[src/rtl/dm_access_unit_pkg.sv]
// Shared encodings for the M-stage data memory access path:
// access sizes, load-extension codes, FSM states and the default timeout.
package dm_access_unit_pkg;

    localparam int TIMEOUT_DEF = 255;

    typedef enum logic [1:0] {
        SZ_WORD  = 2'b00,
        SZ_HALF  = 2'b01,
        SZ_BYTE  = 2'b10,
        SZ_WORD3 = 2'b11
    } size_e;

    typedef enum logic [2:0] {
        EXT_NONE = 3'b000,
        EXT_LB   = 3'b001,
        EXT_LBU  = 3'b010,
        EXT_LH   = 3'b011,
        EXT_LHU  = 3'b100
    } extop_e;

    typedef enum logic [1:0] {
        S_IDLE = 2'b00,
        S_WAIT = 2'b01,
        S_RESP = 2'b10
    } state_e;

endpackage

[src/rtl/be_gen.sv]
// Byte-enable, store-data replication and alignment check for one access.
module be_gen
    import dm_access_unit_pkg::*;
(
    input  logic [1:0]  size,
    input  logic [1:0]  addr_lo,
    input  logic [31:0] wdata,
    output logic [3:0]  be,
    output logic [31:0] sdata,
    output logic        misaligned
);

    always_comb begin
        be         = 4'b1111;
        sdata      = wdata;
        misaligned = 1'b0;
        unique case (size)
            SZ_HALF: begin
                be         = addr_lo[1] ? 4'b1100 : 4'b0011;
                sdata      = {2{wdata[15:0]}};
                misaligned = addr_lo[0];
            end
            SZ_BYTE: begin
                be    = 4'b0001 << addr_lo;
                sdata = {4{wdata[7:0]}};
            end
            SZ_WORD, SZ_WORD3: begin
                misaligned = |addr_lo;
            end
        endcase
    end

endmodule

[src/rtl/dm_access_unit.sv]
// M-stage data memory access unit: decodes a load/store, runs the bus
// handshake with timeout, and presents the response to the load extender.
module dm_access_unit
    import dm_access_unit_pkg::*;
#(
    parameter int TIMEOUT = TIMEOUT_DEF
) (
    input  logic        clk,
    input  logic        reset_n,
    input  logic        mem_rd,
    input  logic        mem_wr,
    input  logic [1:0]  size,
    input  logic [31:0] addr,
    input  logic [31:0] wdata,
    input  logic [2:0]  extop_in,
    input  logic        flush,
    output logic        stall,
    output logic        adel,
    output logic        ades,
    output logic        bus_req,
    output logic        bus_we,
    output logic [31:0] bus_addr,
    output logic [3:0]  bus_be,
    output logic [31:0] bus_wdata,
    input  logic [31:0] bus_rdata,
    input  logic        bus_ready,
    output logic [31:0] DM,
    output logic [3:0]  BE,
    output logic [2:0]  extop_2,
    output logic        valid_out,
    output logic        bus_err
);

    localparam int CW = $clog2(TIMEOUT + 1);
    localparam logic [CW-1:0] TO_CNT = CW'(TIMEOUT);

    state_e        state, state_nxt;
    logic [CW-1:0] cnt;
    logic [CW-1:0] cnt_inc;
    logic          to_hit;
    logic          accept;
    logic          err_q;
    logic [2:0]    ext_q;
    logic [3:0]    be;
    logic [31:0]   sdata;
    logic          misaligned;

    be_gen u_be_gen (
        .size       (size),
        .addr_lo    (addr[1:0]),
        .wdata      (wdata),
        .be         (be),
        .sdata      (sdata),
        .misaligned (misaligned)
    );

    assign cnt_inc = cnt + 1'b1;
    assign to_hit  = (cnt_inc == TO_CNT);

    always_comb begin
        state_nxt = state;
        stall     = 1'b0;
        adel      = 1'b0;
        ades      = 1'b0;
        accept    = 1'b0;
        unique case (state)
            S_IDLE: begin
                if ((mem_rd || mem_wr) && !flush) begin
                    adel = misaligned && !mem_wr;
                    ades = misaligned && mem_wr;
                    if (!misaligned) begin
                        accept    = 1'b1;
                        stall     = 1'b1;
                        state_nxt = S_WAIT;
                    end
                end
            end
            S_WAIT: begin
                stall = 1'b1;
                if (bus_ready || to_hit) state_nxt = S_RESP;
            end
            S_RESP:  state_nxt = S_IDLE;
            default: state_nxt = S_IDLE;
        endcase
    end

    always_ff @(posedge clk or negedge reset_n) begin
        if (!reset_n) begin
            state     <= S_IDLE;
            cnt       <= '0;
            bus_req   <= 1'b0;
            bus_we    <= 1'b0;
            bus_addr  <= '0;
            bus_be    <= '0;
            bus_wdata <= '0;
            ext_q     <= EXT_NONE;
            err_q     <= 1'b0;
            DM        <= '0;
        end else begin
            state <= state_nxt;
            if (accept) begin
                bus_req   <= 1'b1;
                bus_we    <= mem_wr;
                bus_addr  <= {addr[31:2], 2'b00};
                bus_be    <= be;
                bus_wdata <= sdata;
                ext_q     <= mem_wr ? EXT_NONE : extop_in;
                cnt       <= '0;
                err_q     <= 1'b0;
            end else if (state == S_WAIT) begin
                if (bus_ready) begin
                    bus_req <= 1'b0;
                    if (!bus_we) DM <= bus_rdata;
                end else if (to_hit) begin
                    bus_req <= 1'b0;
                    err_q   <= 1'b1;
                    DM      <= '0;
                end else begin
                    cnt <= cnt_inc;
                end
            end
        end
    end

    // response fields are only non-neutral during the single RESP cycle
    assign valid_out = (state == S_RESP) && !err_q;
    assign bus_err   = (state == S_RESP) && err_q;
    assign BE        = (state == S_RESP) ? bus_be : 4'b1111;
    assign extop_2   = (state == S_RESP) ? ext_q : EXT_NONE;

endmodule

[config.mk]
export PLATFORM = sky130hd
export DESIGN_NAME = dm_access_unit
export DESIGN_NICKNAME = d
export VERILOG_FILES = /design/src/rtl/dm_access_unit_pkg.sv /design/src/rtl/be_gen.sv /design/src/rtl/dm_access_unit.sv
export SDC_FILE = /design/constraint.sdc
export NUM_CORES = 1
export LEC_CHECK = 0
export CORE_UTILIZATION = 40
export DETAILED_ROUTE_END_ITERATION = 16
export PLACE_DENSITY = 0.77
export SLEW_MARGIN = 15
export SYNTH_ARGS = -nofsm -noshare
export SYNTH_HDL_FRONTEND = slang
export SYNTH_SLANG_ARGS = --single-unit
export TNS_END_PERCENT = 50
[constraint.sdc]
create_clock -name clk -period 3.3 [get_ports clk]
set_input_delay 0.66 -clock clk [delete_from_list [all_inputs] [get_ports clk]]
set_output_delay 0.66 -clock clk [all_outputs]
set_load 0.1 [all_outputs]
==> results.toml <==
[cts]
root_buffer = "clkbuf_16"
ctsHoldBuffers = 0
post_cts_buffers = 0
cts_buffers = 17
clock_path_buffers = 2
h-tree-depth = 4
cts_resized = 0
cts_tree = "yes"
clock_sinks = 114
clkLatencyLatePin_ns = 0.41
cts.reportedPaths.clkPinSlew_ns = 0.05

[global_routing]
grt_max_degree = 86
antenna_found_initial = 0
grt_pass1_vias = 4795
grt_overflow = 0
grt_pass1_wl_um = 24500
track_usage = 0.241

[detailed_routing]
dr.first_iter.drc_count = 381
antenna_left = 0
wl_um = 15900
drc = 0
vias = 5009
via_per_inst = 5.24
dr.pass1.iters = 5
post_drt_wl_per_cell_um = 16.6

[timing]
drv_slew = 0
max_freq_mhz = 311
hold_violations = 0
worstMarginPinSlew_ns = 0.831
period_needed_ns = 3.22
finalSetupViolations = 0
timing.final.crit_share = 0.975
skew_ns = 0.00817
fin_setup_tns_ns = 0
slew_headroom = 0.446

[critical_path]
reg2reg_slack_ns = 0.76
r2r-end = "DM[21]$_DFFE_PN0P_"
cp-end-kind = "output port"
cp_max_fo = 4
required_ns = 2.64
cp_top_family = "buffers and inverters"
crit_type = "in -> out"
cp.arrival_ns = 2.56
r2r-start = "cnt[0]$_DFFE_PN0P_"
max_stage_delay_ns = 0.51
cp_cell_sequence = "clkdlybuf4s50_1 -> inv_1 -> ha_1 -> o21ai_0 -> a21oi_2 -> or3_2 -> nand2_2 -> buf_12"
reg2reg_depth = 7
cp-start-kind = "input port"
slowest_stage = "or3_2"
worst-path-buf-inv = 3

[placement]
hpwl_um = 11300
port_buffers = 218
placed_cells = 928
globalplace.congestion = 0.976

[final_layout]
drive_above_1_share = 0.219
area_growth_pct = 51.4
fin_cells = 956
multi_input_area_mm2 = 0.00216
nFillCells = 1073
nets = 886
final-seq-area_mm2 = 0.00285
diodes = 0

[yosys]
seq_area_frac_synth = 0.548
syn_area_mm2 = 0.00521
yosys.cell_types.count = 47
yosysWarnings = 0
synth.ff_latch_count = 114
postSynthCellCount = 564
syn_area_per_cell_um2 = 9.24

[hold_path]
hold_path.class = "in -> async"

[floorplan]
fp.coreArea_mm2 = 0.0127
dieArea_mm2 = 0.0135
placementRows = 41
die_h_um = 116
initial_core_util = 0.411
die_w_um = 116
ios = 221

[flow_run]
drv_cap = 0

[status]
status = "complete, no violations"
==> metrics by stage <==
| stage | util | instance area (um2) | worst slack (ns) | hold WS, ns |
|---|---|---|---|---|
| floorplan | - | 5220 | 0.0832 | 0.364 |
| global placement | 0.577 | 7310 | 0.0906 | 0.443 |
| detailed placement | 0.577 | 7310 | 0.0708 | 0.449 |
| CTS | 0.622 | 7880 | 0.0618 | 0.0956 |
| global route | 0.622 | 7890 | -0.0123 | 0.105 |
| finish | 0.622 | 7890 | 0.0825 | 0.106 |
==> sequential cells by signal, indices dropped and copies added, names as in the netlist <==
| name | count |
|---|---|
| bus_req | 1 |
| bus_be | 4 |
| bus_addr | 30 |
| bus_we | 1 |
| state | 2 |
| ext_q | 3 |
| cnt | 8 |
| DM | 32 |
| err_q | 1 |
| bus_wdata | 32 |
==> routing by layer <==
layer / GRT usage / vias up / share of wire
met1: 0.298 / 2405 / 0.40
met2: 0.395 / 219 / 0.51
met3: 0.0680 / 32 / 0.061
met5: 0 / - / 0
met4: 0.109 / 0 / 0.025
li1: - / 2353 / -
==> Yosys cell counts (all sizes together) <==
library cell / instances / share of area
mux2i: 3 / 0.0058
o21ba: 1 / 0.0019
and4b: 1 / 0.0019
a31o: 1 / 0.0017
ha: 4 / 0.0096
o211a: 1 / 0.0019
o21ai: 59 / 0.057
o2111ai: 2 / 0.0034
a211o: 1 / 0.0034
o211ai: 3 / 0.0053
or2b: 2 / 0.0029
nand2b: 7 / 0.0084
or3: 4 / 0.0048
a21o: 2 / 0.0029
a21oi: 6 / 0.0058
or4: 2 / 0.0034
clkbuf: 28 / 0.021
nand3b: 3 / 0.0043
a22oi: 32 / 0.046
nand4: 2 / 0.0036
dfrtp: 114 / 0.55
conb: 1 / 0.00072
nor2: 39 / 0.028
nor2b: 3 / 0.0036
xnor2: 1 / 0.0017
or2: 2 / 0.0024
nand2: 172 / 0.12
o221ai: 4 / 0.012
nor3: 5 / 0.0070
and2: 5 / 0.0062
nand3: 2 / 0.0019
inv: 11 / 0.0079
and3: 2 / 0.0024
o21a: 2 / 0.0029
buf: 12 / 0.013
a221o: 9 / 0.017
a221oi: 16 / 0.027
==> layout by cell type, fill, tap and decap left out, drive strengths merged, types with 6 or more instances in the layout <==
cell type,count
inv,11
clkdlybuf4s50,105
dfrtp,114
buf,126
o21ai,59
a22oi,32
nand2b,7
nor2,39
a21oi,6
clkbuf,22
a221oi,16
a221o,9
nand2,172
==> worst reg2reg max path, stage by stage, from the launching register on <==
cell	delay [ns]
dfrtp_1	0.45
ha_1	0.28
or2b_1	0.27
a31o_2	0.22
a221o_1	0.48
nor3_4	0.21
buf_4	0.30
o21ai_0	0.18
==> layout make-up <==
type | instances | share of cell area
clock inverter | 6 | 0.0136
sequential | 114 | 0.362
multi-input combinational | 400 | 0.274
timing repair buffer | 231 | 0.260
tap | 172 | 0.0273
inverter | 11 | 0.00523
clock buffer | 22 | 0.0589
==> cell families after synthesis <==
group,count (synthesis),share of synthesized area
fa+ha+maj,4,0.00961
other cells,1,0.000720
compound gates,139,0.188
mux,3,0.00576
buf+inv,51,0.0415
flops,114,0.548
xor+xnor,1,0.00168
simple gates,251,0.205
==> how the worst max path moves through the flow <==
stage / slack, ns / cells after the start / start / end
after detailed placement: 0.07 / 8 / size[0] / stall
after global placement: 0.09 / 8 / size[0] / stall
after global routing: -0.01 / 8 / size[0] / stall
after floorplan: 0.08 / 9 / size[0] / stall
after CTS: 0.06 / 8 / size[0] / stall
final: 0.08 / 8 / size[0] / stall
Power is not shown: default switching activity piles up to over one toggle a cycle in this logic, so the estimate is an artifact.
